### src/rtl/tweakram_pkg.sv
// rtl/tweakram_pkg.sv - shared controller state type and read-during-write mode constants
package tweakram_pkg;

  typedef enum logic {
    FILL = 1'b0,
    IDLE = 1'b1
  } state_e;

  localparam int RDW_OLD = 0;
  localparam int RDW_NEW = 1;

endpackage

### src/rtl/tweakram_lane.sv
// rtl/tweakram_lane.sv - one byte lane of storage: a single write port and two asynchronous read ports
module tweakram_lane #(
  parameter int ADDR_WIDTH = 4
) (
  input  logic                  clk,
  input  logic                  we,
  input  logic [ADDR_WIDTH-1:0] waddr,
  input  logic [7:0]            wdata,
  input  logic [ADDR_WIDTH-1:0] raddr_a,
  output logic [7:0]            rdata_a,
  input  logic [ADDR_WIDTH-1:0] raddr_b,
  output logic [7:0]            rdata_b
);

  localparam int RAM_DEPTH = 1 << ADDR_WIDTH;

  // Contents deliberately carry no reset; initialisation is the fill engine's job.
  logic [7:0] mem_q [RAM_DEPTH];

  always_ff @(posedge clk) begin
    if (we) begin
      mem_q[waddr] <= wdata;
    end
  end

  assign rdata_a = mem_q[raddr_a];
  assign rdata_b = mem_q[raddr_b];

endmodule

### src/rtl/tweakram_dp.sv
// rtl/tweakram_dp.sv - dual-port byte-enabled RAM with a clear/fill engine and registered read outputs
module tweakram_dp
  import tweakram_pkg::*;
#(
  parameter int                    DATA_WIDTH = 16,
  parameter int                    ADDR_WIDTH = 4,
  parameter logic [DATA_WIDTH-1:0] INIT_VALUE = '0,
  parameter int                    RDW_MODE   = 0
) (
  input  logic                    clk,
  input  logic                    reset,
  input  logic                    clear,
  output logic                    busy,
  input  logic                    a_req,
  input  logic                    a_we,
  input  logic [ADDR_WIDTH-1:0]   a_addr,
  input  logic [DATA_WIDTH/8-1:0] a_be,
  input  logic [DATA_WIDTH-1:0]   a_wdata,
  output logic                    a_ack,
  output logic [DATA_WIDTH-1:0]   a_rdata,
  input  logic                    b_re,
  input  logic [ADDR_WIDTH-1:0]   b_addr,
  output logic                    b_rvalid,
  output logic [DATA_WIDTH-1:0]   b_rdata
);

  localparam int NUM_LANES = DATA_WIDTH / 8;

  state_e                  state_q, state_d;
  logic [ADDR_WIDTH-1:0]   fill_ptr_q, fill_ptr_d;
  logic                    a_ack_q, a_ack_d;
  logic [DATA_WIDTH-1:0]   a_rdata_q, a_rdata_d;
  logic                    b_rvalid_q, b_rvalid_d;
  logic [DATA_WIDTH-1:0]   b_rdata_q, b_rdata_d;

  logic                    filling;
  logic                    access_ok;
  logic                    a_fire;
  logic                    a_wr;
  logic                    b_fire;
  logic [NUM_LANES-1:0]    lane_we;
  logic [ADDR_WIDTH-1:0]   lane_waddr;
  logic [DATA_WIDTH-1:0]   lane_wdata;
  logic [DATA_WIDTH-1:0]   rd_a;
  logic [DATA_WIDTH-1:0]   rd_b;
  logic [DATA_WIDTH-1:0]   merged_b;

  // Ports are locked out for the whole fill and in any cycle that (re)starts one.
  assign filling    = (state_q == FILL);
  assign access_ok  = (state_q == IDLE) && !clear;
  assign a_fire     = access_ok && a_req;
  assign a_wr       = a_fire && a_we;
  assign b_fire     = access_ok && b_re;
  assign lane_waddr = filling ? fill_ptr_q : a_addr;
  assign lane_wdata = filling ? INIT_VALUE : a_wdata;

  for (genvar i = 0; i < NUM_LANES; i++) begin : g_lane
    assign lane_we[i]          = filling || (a_wr && a_be[i]);
    assign merged_b[i*8 +: 8]  = a_be[i] ? a_wdata[i*8 +: 8] : rd_b[i*8 +: 8];

    tweakram_lane #(
      .ADDR_WIDTH(ADDR_WIDTH)
    ) u_lane (
      .clk     (clk),
      .we      (lane_we[i]),
      .waddr   (lane_waddr),
      .wdata   (lane_wdata[i*8 +: 8]),
      .raddr_a (a_addr),
      .rdata_a (rd_a[i*8 +: 8]),
      .raddr_b (b_addr),
      .rdata_b (rd_b[i*8 +: 8])
    );
  end

  always_comb begin
    state_d    = state_q;
    fill_ptr_d = fill_ptr_q;
    unique case (state_q)
      FILL: begin
        if (clear) begin
          fill_ptr_d = '0;
        end else begin
          fill_ptr_d = fill_ptr_q + ADDR_WIDTH'(1);
          if (fill_ptr_q == {ADDR_WIDTH{1'b1}}) begin
            state_d = IDLE;
          end
        end
      end
      IDLE: begin
        if (clear) begin
          state_d    = FILL;
          fill_ptr_d = '0;
        end
      end
      default: begin
        state_d    = FILL;
        fill_ptr_d = '0;
      end
    endcase
  end

  always_comb begin
    a_ack_d    = a_fire;
    a_rdata_d  = (a_fire && !a_we) ? rd_a : a_rdata_q;
    b_rvalid_d = b_fire;
    b_rdata_d  = b_rdata_q;
    if (b_fire) begin
      // rd_b is the pre-write word; the merge only matters on an address collision.
      if (RDW_MODE == RDW_NEW && a_wr && a_addr == b_addr) begin
        b_rdata_d = merged_b;
      end else begin
        b_rdata_d = rd_b;
      end
    end
  end

  always_ff @(posedge clk or posedge reset) begin
    if (reset) begin
      state_q    <= FILL;
      fill_ptr_q <= '0;
      a_ack_q    <= 1'b0;
      a_rdata_q  <= '0;
      b_rvalid_q <= 1'b0;
      b_rdata_q  <= '0;
    end else begin
      state_q    <= state_d;
      fill_ptr_q <= fill_ptr_d;
      a_ack_q    <= a_ack_d;
      a_rdata_q  <= a_rdata_d;
      b_rvalid_q <= b_rvalid_d;
      b_rdata_q  <= b_rdata_d;
    end
  end

  assign busy     = (state_q == FILL);
  assign a_ack    = a_ack_q;
  assign a_rdata  = a_rdata_q;
  assign b_rvalid = b_rvalid_q;
  assign b_rdata  = b_rdata_q;

endmodule
### config.mk
export PLATFORM = sky130hd
export DESIGN_NAME = tweakram_dp
export DESIGN_NICKNAME = d
export VERILOG_FILES = /design/src/rtl/tweakram_pkg.sv /design/src/rtl/tweakram_lane.sv /design/src/rtl/tweakram_dp.sv
export SDC_FILE = /design/constraint.sdc
export NUM_CORES = 1
export LEC_CHECK = 0
export CAP_MARGIN = 30
export CORE_ASPECT_RATIO = 0.7
export CORE_MARGIN = 2
export CORE_UTILIZATION = 55
export DETAILED_ROUTE_END_ITERATION = 10
export PLACE_DENSITY = 0.8
export RECOVER_POWER = 25
export SLEW_MARGIN = 20
export SYNTH_ARGS = -nofsm -noshare
export SYNTH_HDL_FRONTEND = slang
export SYNTH_SLANG_ARGS = --single-unit
### constraint.sdc
create_clock -name clk -period 1.9 [get_ports clk]
set_input_delay 0.38 -clock clk [delete_from_list [all_inputs] [get_ports clk]]
set_output_delay 0.38 -clock clk [all_outputs]
set_load 0.01 [all_outputs]
==> impl_metrics.tcl, run 1 <==
set metrics [dict create \
    crit_chain "buf_4 -> or3_1 -> o31ai_1 -> buf_4 -> nand2_2 -> nor2_2 -> buf_6" \
    clock_latency_ps 550 \
    cpPeakStageDelay_ps 400 \
    violations "negative setup slack" \
    cp.arrival_ps 2150 \
    ys_seq_area_share_pct 63.7 \
    yosysWarnings 0 \
    portBuffers 66 \
    fin_ws_ps -3.93 \
    drive_gt1_share_pct 33.7 \
    critPathKind "flop to flop" \
    grt_max_degree 40 \
    hold_start "a_rdata[6]" \
    status "finished with violations" \
    drt_wl_total_um 39800 \
    routedWlPerCell_um 31.7 \
    cts-buffers-inserted 28 \
    final_cells 1255 \
    start_util_pct 55.6 \
    drv_slew 0 \
    cpMostUsedCell "buf_4" \
    maxCapViolCount 0 \
    synth_cells 744 \
    cts_tree "built" \
    design_area_um2 16600 \
    timing.final.crit_period_ps 1900 \
    hold_path.class "flop to flop" \
    row_count 48 \
    power_density_nw_per_um2 872 \
    cts.sinks 295 \
    place_congestion 0.923 \
    die_area_um2 26000 \
    dp_hpwl_um 27500 \
    area_growth_pct 22.4 \
    p_leak_uw 0.00612 \
    die_w_um 192 \
    route.vias.total 8728 \
    syn-num-nets 777 \
    final_cell_mix "256 x edfxtp_1, 94 x buf_4, 86 x mux4_2, 65 x mux2i_1, 49 x clkdlybuf4s50_1" \
    ir_worst_vdd_mv 0.895 \
    core_area_um2 24400 \
    path_max_fanout 8 \
    grt_pass1_wl_um 57300 \
    h-tree-depth 1 \
    final_core_util_pct 68.1 \
    required_ps 2150 \
    ant_nets 0 \
    drtIter0Drc 1575 \
    post_synth.cell_area_avg_um2 18.3 \
    async_flop_share_pct 13.2 \
    yosys_most_used_dff "edfxtp_1" \
    skew_ps 14.0 \
    antenna_found_initial 1 \
    fin_tns_setup_ps -12.0 \
    hold_buffers 0 \
    fmax_mhz 525 \
    ioPinCount 67 \
    grt_use_total_pct 31.1 \
    rsz0062_at_grt "true" \
    grt_overflow 0 \
    cts-root-buf "clkbuf_16" \
    crit_slowest_cell "dfrtp_1" \
    end_kind "flop" \
    die_y_um 136 \
    clkTransAtPathRegs_ps 70 \
    fin_nets 940 \
    startpoint "state_q" \
    worst_slew_pin_slew_ps 1110 \
    crit_path_start_kind "flop" \
    synth.distinct_cells 45 \
    drc 0 \
    avgViaCountPerCell 6.95 \
    first_global_vias 8477 \
    rr_startpoint "state_q" \
    clk_path_buf_depth 3 \
    setup_viol 5 \
    slew_headroom_pct 25.7 \
    synth_edf_count 256 \
    place_area_um2 15500 \
    post-route-period-util_pct 100 \
    hold_viol 0 \
    power_uw 14500 \
    dpl.cell_count 1198 \
    synth_seq_cells 295 \
    firstDrtPassIters 6 \
    final_common_cell "edfxtp_1" \
    synthesis.area_um2 13600 \
]
-- routing by layer --
layer | up-vias | global-route usage (%) | wire length [um]
met3 | 100 | 8.39 | 5500
met4 | 0 | 6.11 | 1120
met2 | 721 | 45.8 | 17800
met1 | 4477 | 47.5 | 15300
li1 | 3430 | - | -
met5 | - | 0 | 0
-- cells in the mapped netlist (all sizes together), types with 2 or more instances --
master	instances	share of area [%]
and2	18	0.83
nand3	2	0.074
buf	34	1.6
dfrtp	39	7.2
nor2	42	1.2
xor2	2	0.13
o21ai	17	0.63
inv	8	0.22
nor2b	3	0.14
a21oi	2	0.074
mux4	114	20
or2	2	0.092
nand3b	2	0.20
mux2	15	1.2
a221oi	12	0.77
clkbuf	20	0.55
edfxtp	256	57
nand4bb	2	0.17
mux2i	65	4.8
a22oi	15	0.83
nand2	43	1.2
o221ai	16	1.0
-- layout make-up --
class / instances / area [um^2]
Sequential cell: 295 / 8660
Fill cell: 1481 / 7800
Multi-Input combinational cell: 387 / 4770
Timing Repair Buffer: 187 / 1820
Clock buffer: 32 / 737
Tap cell: 325 / 407
Clock inverter: 20 / 214
Inverter: 8 / 30.0
Antenna cell: 1 / 2.50
-- final timing paths --
| kind | endpoint | slack, ps | cells after the start |
|---|---|---|---|
| worst min-delay path | a_rdata[6] | 520 | 2 |
| min in group asynchronous | b_rdata[13] | 620 | 3 |
| worst min register to register | a_rdata[6] | 520 | 2 |
| worst max register to register | g_lane[0].u_lane.mem_q[3][5] | -4 | 7 |
| worst max-delay path | g_lane[0].u_lane.mem_q[3][5] | -4 | 7 |
| max in group asynchronous | b_rvalid | 580 | 3 |
-- kinds of logic after synthesis --
kind of cell	share of synthesized area (%)
simple gates	4.08
flops	63.7
xor+xnor	0.193
mux	25.7
fa+ha+maj	0.0920
compound gates	3.84
buf+inv	2.39
-- stage by stage --
| stage | setup slack, ps | hold WS (ps) |
|---|---|---|
| after floorplan | -129 | 521 |
| after global placement | -359 | 475 |
| after detailed placement | -370 | 500 |
| after CTS | -13.5 | 168 |
| after global routing | -31.1 | 533 |
| final | -3.93 | 520 |
-- critical path, delay by kind of cell (launching register included) --
| family | cells | cell delay, ps |
|---|---|---|
| and+or+nand+nor | 3 | 620 |
| DFF | 1 | 400 |
| buffers and inverters | 3 | 510 |
| AOI/OAI and AO/OA | 1 | 80 |
-- timing repair --
action,4_1_cts,5_1_grt
gates resized for setup,7,41
setup buffers,2,2
pin swaps,1,5
setup endpoints to repair,3,207
-- state kept, by name, summed over array words and instances (netlist names) --
name	cells
g_lane.u_lane.mem_q	256
a_rdata	16
b_rdata	16
fill_ptr_q	4
a_ack	1
b_rvalid	1
state_q	1
-- report_power, final --
part	total (uW)	switching [uW]	leakage, uW	internal (uW)
Sequential	7270	122	0.00285	7150
Combinational	1430	708	0.00280	726
Clock	5810	2470	0.000464	3340
(Power assumes the default switching activity.)
==> inputs of run 2 (changes only) <==
CORE_UTILIZATION = 50   (was 55)
PLACE_DENSITY = 0.74   (was 0.8)
==> impl_metrics.tcl, run 2 (same netlist as run 1, synthesis figures left out) <==
set metrics [dict create \
    drv_slew 0 \
    die_y_um 142 \
    final_cells 1294 \
    switching_share_pct 22.1 \
    fin_nets 941 \
    area_growth_pct 21.6 \
    drt_wl_total_um 38400 \
    largest_register "g_lane.u_lane.mem_q" \
    largest_reg_flops 256 \
    slew_headroom_pct 28.7 \
    dpl_worst_slack_ps -411 \
    place_congestion 0.937 \
    die_area_um2 28500 \
    worst_slew_pin_slew_ps 1070 \
    ant_nets 0 \
    clock_latency_ps 540 \
    drc 0 \
    setup_viol 0 \
    post-route-period-util_pct 99.4 \
    critPathKind "flop to primary output" \
    core_area_um2 26700 \
    fmax_mhz 529 \
    antenna_found_initial 0 \
    dpl.cell_count 1238 \
    route.vias.total 8504 \
    ioPinCount 67 \
    timing.final.crit_period_ps 1890 \
    p_leak_uw 0.00599 \
    start_util_pct 50.9 \
    final_cell_mix "256 x edfxtp_1, 108 x buf_4, 86 x mux4_2, 65 x mux2i_1, 55 x clkdlybuf4s50_1" \
    antennaDiodeCount 0 \
    required_ps 1520 \
    row_count 50 \
    first_global_vias 8427 \
    rsz0062_at_grt "true" \
    grt_overflow 0 \
    dp_hpwl_um 27800 \
    end_kind "primary output" \
    hold_viol 0 \
    hold_path.class "flop to flop" \
    switchingPower_uw 3190 \
    seqPwrFrac_pct 50.4 \
    portBuffers 66 \
    whs_ps 501 \
    routedWlPerCell_um 29.7 \
    grt_max_degree 40 \
    drtIter0Drc 1251 \
    grt_pass1_wl_um 56100 \
    status "finished, final reports clean" \
    ir_worst_vdd_mv 0.787 \
    clkTransAtPathRegs_ps 70 \
    grt_use_total_pct 27.2 \
    cp.arrival_ps 1510 \
    crit_path_start_kind "flop" \
    power_density_nw_per_um2 873 \
    power_frac_comb_pct 9.6 \
    p_int_uw 11200 \
    n_fill_cell 1866 \
    drive_gt1_share_pct 31.6 \
    power_uw 14400 \
    final_common_cell "edfxtp_1" \
    clk_path_buf_depth 3 \
    cts-root-buf "clkbuf_16" \
    maxCapViolCount 0 \
    cts.sinks 295 \
    fin_ws_ps 11.0 \
    firstDrtPassIters 6 \
    avgViaCountPerCell 6.57 \
    cts_tree "built" \
    p_clk_share_pct 40.0 \
    h-tree-depth 1 \
    die_w_um 201 \
    path_max_fanout 5 \
    cts-buffers-inserted 28 \
    skew_ps 12.2 \
]
-- run 2: cell types whose count changed in the layout (fill, tap and decap cells not counted), moves of 3 or more --
cell,change
buf_4,+14
nor2_2,-9
nand2_2,-5
dlymetal6s2s_1,-5
nor2_1,+11
buf_6,-8
buf_12,-5
clkdlybuf4s50_1,+6
clkbuf_16,+3
nand2_1,+6
-- run 2: timing repair --
item	CTS	global route
buffers inserted	1	3
resized for setup	6	9
setup endpoints to repair	4	130
endpoints found under the hold margin	0	0
pin swaps	1	3
hold buffers	0	0
-- run 2: power by group through the flow --
stage | Sequential (uW) | Clock [uW] | Combinational [uW]
detailed placement | 7400 | 0 | 1370
floorplan | 7370 | 0 | 747
CTS | 7270 | 5830 | 1380
global route | 7280 | 6080 | 1450
finish | 7270 | 5770 | 1390
global placement | 7400 | 0 | 1340
-- run 2: path summary, 6_finish.rpt --
check / from / end / slack [ps] / cells past startpoint
max in group asynchronous: reset / fill_ptr_q[2] / 550 / 3
setup / recovery: state_q / busy / 10 / 4
hold / removal: a_rdata[5] / a_rdata[5] / 500 / 2
hold reg to reg: a_rdata[5] / a_rdata[5] / 500 / 2
min in group asynchronous: reset / b_rdata[13] / 620 / 3
setup reg to reg: state_q / g_lane[0].u_lane.mem_q[1][3] / 30 / 6
-- run 2: cell type report --
| type | instances | area (um^2) | share of cell area, % |
|---|---|---|---|
| Multi-Input combinational cell | 387 | 4690 | 28.4 |
| Timing Repair Buffer | 188 | 1720 | 10.4 |
| Tap cell | 364 | 455 | 2.76 |
| Inverter | 8 | 30.0 | 0.182 |
| Clock buffer | 38 | 843 | 5.10 |
| Clock inverter | 14 | 125 | 0.757 |
| Sequential cell | 295 | 8660 | 52.4 |
-- run 2: critical path: stages (launching register included) --
cell	delay, ps
dfrtp_1	410
buf_4	170
inv_2	90
buf_6	140
buf_2	150
-- run 2: layer usage --
metal | up-vias | share of wire [%] | global-route usage, %
met1 | 4379 | 41 | 39.9
met4 | 0 | 2.1 | 5.22
met3 | 79 | 14 | 10.2
met5 | - | 0 | 0
li1 | 3429 | - | -
met2 | 617 | 44 | 39.6
-- run 2: per-stage QoR --
step           cell area [um^2]  utilization, %  setup TNS, ps
3_3_place_gp              15500            58.0         -85460
4_1_cts                   16500            61.6          -9.40
6_report                  16500            61.9              0
2_1_floorplan             13700               -         -21120
5_1_grt                   16500            61.9           -251
3_5_place_dp              15500            58.0         -91560
==> edit 1, RTL diff (settings of run 1) <==
Change the parameter `RDW_MODE` from 0 to 1.
--- a/src/rtl/tweakram_dp.sv
+++ b/src/rtl/tweakram_dp.sv
@@ -5,7 +5,7 @@
   parameter int                    DATA_WIDTH = 16,
   parameter int                    ADDR_WIDTH = 4,
   parameter logic [DATA_WIDTH-1:0] INIT_VALUE = '0,
-  parameter int                    RDW_MODE   = 0
+  parameter int                    RDW_MODE   = 1
 ) (
   input  logic                    clk,
   input  logic                    reset,
Function: no difference found for any inputs over 10 cycles, from zero or initial values and one cycle with reset high; that may be too few to reach the edited logic, so the function may still have changed.
==> edit 1 against run 1 <==
Sequential cell count unchanged; worst setup slack better by 0.037 ns; synthesized area up 1.6%; clock power down 9.0%; final area up 2.7%; die area up 1.6%; sequential share of layout area down 1.4 points; total power down 2.4%; via count up 2.1%; clock skew up 0.0041 ns; combinational power up 14%; wire length down 4.6%; hold slack worse by 0.30 ns; highest routed layer unchanged; largest cell class unchanged.
==> edit 1: results (changes against run 1) <==
<table>
<tr><th>Metric</th><th>Value</th></tr>
<tr><th colspan="2">Setup path</th></tr>
<tr><td>Destination of the critical timing path</td><td>b_rdata[6]</td></tr>
<tr><td>Launching element of the worst setup path</td><td>b_rdata[6]$_DFFE_PP0P_</td></tr>
<tr><td>Largest stage delay on the critical path</td><td>0.59 ns (+0.19 ns)</td></tr>
<tr><td>R2r endpoint</td><td>g_lane[1].u_lane.mem_q[14][4]$_DFFE_PP_</td></tr>
<tr><td>Arrival time at the worst endpoint</td><td>1.49 ns (-0.66 ns)</td></tr>
<tr><td>R2R depth</td><td>5 (-2)</td></tr>
<tr><th colspan="2">Logic synthesis</th></tr>
<tr><td>Top cells by count, synth</td><td>edfxtp_1, mux4_2, a22oi_1, mux2_2, nor2_1</td></tr>
<tr><td>Area contributors post-synth</td><td>edfxtp_1, mux4_2, dfrtp_1, mux2_2, mux2i_1</td></tr>
<tr><td>Mapped Cells</td><td>825 (+11%)</td></tr>
<tr><td>Share of synthesized area occupied by flip-flops and latches</td><td>62.69% (-1.0 points)</td></tr>
<tr><td>Synthesized netlist net count</td><td>858 (+10%)</td></tr>
<tr><th colspan="2">Placed design</th></tr>
<tr><td>Placed cell areas</td><td>16,190 um2 (+4.4%)</td></tr>
<tr><td>Routability Congestion</td><td>0.8760 (-5.1%)</td></tr>
<tr><td>Number of placed cells counting well taps</td><td>1,279 (+6.8%)</td></tr>
<tr><td>Dpl ws</td><td>-0.4932 ns (-0.1233 ns)</td></tr>
<tr><td>Placed wire-length estimate</td><td>26,740 um (-2.8%)</td></tr>
<tr><th colspan="2">GRT</th></tr>
<tr><td>Global-route wire length before repair</td><td>57,540 um (+0.35%)</td></tr>
<tr><td>Overall Global Routing Usage</td><td>29.53% (-1.5 points)</td></tr>
<tr><td>Vias in the first global route</td><td>9,158 (+8.0%)</td></tr>
<tr><th colspan="2">Timing</th></tr>
<tr><td>FMAX</td><td>535.8 MHz (+2.0%)</td></tr>
<tr><td>Slew Limit Headroom</td><td>23.92% (-1.8 points)</td></tr>
<tr><td>Minimum hold slack</td><td>0.2200 ns (-0.2998 ns)</td></tr>
<tr><td>Skew final</td><td>0.01809 ns (+0.004075 ns)</td></tr>
<tr><th colspan="2">Drt</th></tr>
<tr><td>Routed wire length</td><td>37,940 um (-4.6%)</td></tr>
<tr><td>Routed via count</td><td>8,915 (+2.1%)</td></tr>
<tr><th colspan="2">Final layout</th></tr>
<tr><td>Post-layout nets</td><td>1,018 (+8.3%)</td></tr>
<tr><td>Layout cell share with drive strength beyond 1</td><td>35.65% (+2.0 points)</td></tr>
<tr><th colspan="2">Outcome</th></tr>
<tr><td>Status</td><td>complete, no violations</td></tr>
<tr><th colspan="2">Min path</th></tr>
<tr><td>Worst Hold Class</td><td>in2reg</td></tr>
</table>
## edit 1: changes by cell type after synthesis, moves of 15 or more
cell,run 1,this run
mux4_1,28,0
a22oi_1,15,42
mux2_2,15,42
mux2i_1,65,39
and2_1,18,34
nand2_1,43,27
o221ai_1,16,0
o22ai_1,0,16
o31ai_1,1,17
a21oi_1,2,17
a221o_1,1,16
## edit 1: cell families (layout without fill, tap and decap cells)
logic type	count (synthesis)	after routing	share of synthesized area (%)
other cells	0	1	0
flops	295	295	62.69
fa+ha+maj	1	1	0.09053
simple gates	123	123	4.518
buf+inv	65	247	2.508
compound gates	157	157	7.850
xor+xnor	7	7	0.4437
mux	177	177	21.89
## edit 1: final cells by class
class                   count  area [um2]
diodes                      1       2.502
inverters                   8       31.28
clock buffers              40       777.0
fillers                  1554        7587
clock inverters            12       80.08
well taps                 325       406.6
multi-input cells         465        5090
flip-flops and latches    295        8665
repair buffers            187        2044
## edit 1: timing repair
item | 4_1_cts | 5_1_grt
setup buffers | 0 | 1
hold endpoints to repair | 0 | 0
pin swaps | 0 | 1
cloned | 0 | 0
resized for setup | 6 | 21
setup endpoints to repair | 4 | 180
## edit 1: power by group through the flow
stage | sequential (uW) | combinational, uW | clock (uW)
floorplan | 7360 | 878 | 0
finish | 7250 | 1630 | 5290
CTS | 7250 | 1590 | 5330
global route | 7260 | 1710 | 5590
detailed placement | 7370 | 1570 | 0
global placement | 7370 | 1540 | 0
## edit 1: per-layer routing
| metal | GRT usage [%] | vias to the layer above | routed length [um] |
|---|---|---|---|
| met5 | 0 | - | 0 |
| li1 | - | 3710 | - |
| met3 | 10.18 | 71 | 4900 |
| met4 | 6.234 | 0 | 724 |
| met2 | 43.81 | 566 | 16540 |
| met1 | 42.90 | 4568 | 15780 |
==> edit 2, RTL diff (settings of run 1) <==
Made on the original files. Make the reset (`reset`) synchronous in one clocked block. Comments in the files are not updated.
--- a/src/rtl/tweakram_dp.sv
+++ b/src/rtl/tweakram_dp.sv
@@ -114,7 +114,7 @@
     end
   end
 
-  always_ff @(posedge clk or posedge reset) begin
+  always_ff @(posedge clk) begin
     if (reset) begin
       state_q    <= FILL;
       fill_ptr_q <= '0;
Formal check against the unedited RTL: no difference found for any inputs over 10 cycles, from zero or initial values and one cycle with reset high; that may be too few to reach the edited logic, so the function may still have changed.
==> edit 2 against run 1 <==
The flow still finishes with violations (negative setup slack); via count decreased by 1.7%; fmax about the same; synthesized area decreased by 0.64%; global-route usage decreased by 0.60 points; count of clock-buffer cells in the layout increased by 2; sequential cell count unchanged; die area decreased by 0.62%; wire length decreased by 4.3%; worst setup slack got worse by 0.0017 ns; total power decreased by 7.4%; final area decreased by 1.4%; combinational power decreased by 36%; sequential share of layout area decreased by 0.42 points; synthesized cell count increased by 2.6%.
==> edit 2: results (changes against run 1) <==
<table>
<tr><th>Metric</th><th>Value</th></tr>
<tr><th colspan="2">Outcome</th></tr>
<tr><td>Status</td><td>complete, but fails checks</td></tr>
<tr><td>Violated checks</td><td>negative setup slack</td></tr>
<tr><th colspan="2">Final layout</th></tr>
<tr><td>Layout cell share with drive strength beyond 1</td><td>33.55% (-0.15 points)</td></tr>
<tr><th colspan="2">Logic synthesis</th></tr>
<tr><td>Post-Synth Adder-Cell Area</td><td>0.09263% (+0.00060 points)</td></tr>
<tr><td>Top cells by count, synth</td><td>edfxtp_1, mux4_2, nor2_1, mux2i_1, dfxtp_1</td></tr>
<tr><td>Post-synthesis share of cell area spent on xor and xnor gates</td><td>0.1945% (+0.0013 points)</td></tr>
<tr><td>Area fraction in compound gates after synthesis</td><td>4.946% (+1.1 points)</td></tr>
<tr><td>Synthesized netlist net count</td><td>796 (+2.4%)</td></tr>
<tr><td>Ys async rst share</td><td>0% (-13 points)</td></tr>
<tr><td>Post-Syn Area per Cell</td><td>17.70 um2 (-3.1%)</td></tr>
<tr><td>Share of synthesized area occupied by flip-flops and latches</td><td>62.69% (-1.0 points)</td></tr>
<tr><th colspan="2">Drt</th></tr>
<tr><td>Wl on met1</td><td>14,360 um (-6.2%)</td></tr>
<tr><td>Routed via count</td><td>8,580 (-1.7%)</td></tr>
<tr><td>Detailed-routed wire length on met2</td><td>16,970 um (-4.8%)</td></tr>
<tr><td>Amount of wire on met3 after detailed routing</td><td>5529 um (+0.62%)</td></tr>
<tr><th colspan="2">Timing</th></tr>
<tr><td>Post-route setup slack</td><td>-0.005664 ns (-0.001732 ns)</td></tr>
<tr><td>Minimum hold slack</td><td>0.4235 ns (-0.09626 ns)</td></tr>
<tr><td>Sum of negative setup slack</td><td>-0.005664 ns (+0.006347 ns)</td></tr>
<tr><td>Final setup fails</td><td>1 (-4)</td></tr>
<tr><th colspan="2">Placed design</th></tr>
<tr><td>Routability Congestion</td><td>0.9001 (-2.5%)</td></tr>
<tr><td>Placed cell areas</td><td>15,520 um2 (about the same)</td></tr>
<tr><th colspan="2">Setup path</th></tr>
<tr><td>Largest stage delay on the critical path</td><td>0.57 ns (+0.17 ns)</td></tr>
<tr><td>R2R depth</td><td>6 (-1)</td></tr>
<tr><td>Arrival time at the worst endpoint</td><td>1.53 ns (-0.62 ns)</td></tr>
<tr><td>Worst flop-to-flop path startpoint</td><td>state_q$_SDFF_PP0_</td></tr>
<tr><td>R2r endpoint</td><td>g_lane[1].u_lane.mem_q[6][5]$_DFFE_PP_</td></tr>
<tr><th colspan="2">GRT</th></tr>
<tr><td>Antenna violations before repair</td><td>0 (-1)</td></tr>
<tr><td>Pin count of the biggest net entering global routing</td><td>26 (-35%)</td></tr>
<tr><th colspan="2">Min path</th></tr>
<tr><td>Number of cells traversed by the worst hold path</td><td>4 (+2)</td></tr>
</table>
edit 2: cell types whose count changed after synthesis, sizes merged, moves of 9 or more:
cell,run 1,this run
a221oi,12,0
a22oi,15,24
dfrtp,39,0
mux2,15,32
dfxtp,0,39
nor3,1,16
o221ai,16,0
o211ai,1,16
mux2i,65,41
edit 2: kinds of logic after synthesis:
group / Yosys count
multiplexers: 185
buffers and inverters: 60
flip-flops: 295
AO/OA/AOI/OAI: 89
XOR/XNOR: 3
AND/OR/NAND/NOR: 130
adder cells (fa/ha/maj): 1
edit 2: repair_timing:
action / CTS / global route
hold buffers: 0 / 0
setup endpoints to repair: 1 / 0
gates resized for setup: 1 / 0
edit 2: final cells by class:
class / instances / area (um2)
Timing Repair Buffer: 183 / 1866
Clock buffer: 34 / 721.9
Tap cell: 318 / 397.9
Multi-Input combinational cell: 408 / 4756
Sequential cell: 295 / 8469
Clock inverter: 16 / 168.9
Fill cell: 1491 / 7473
Inverter: 6 / 22.52
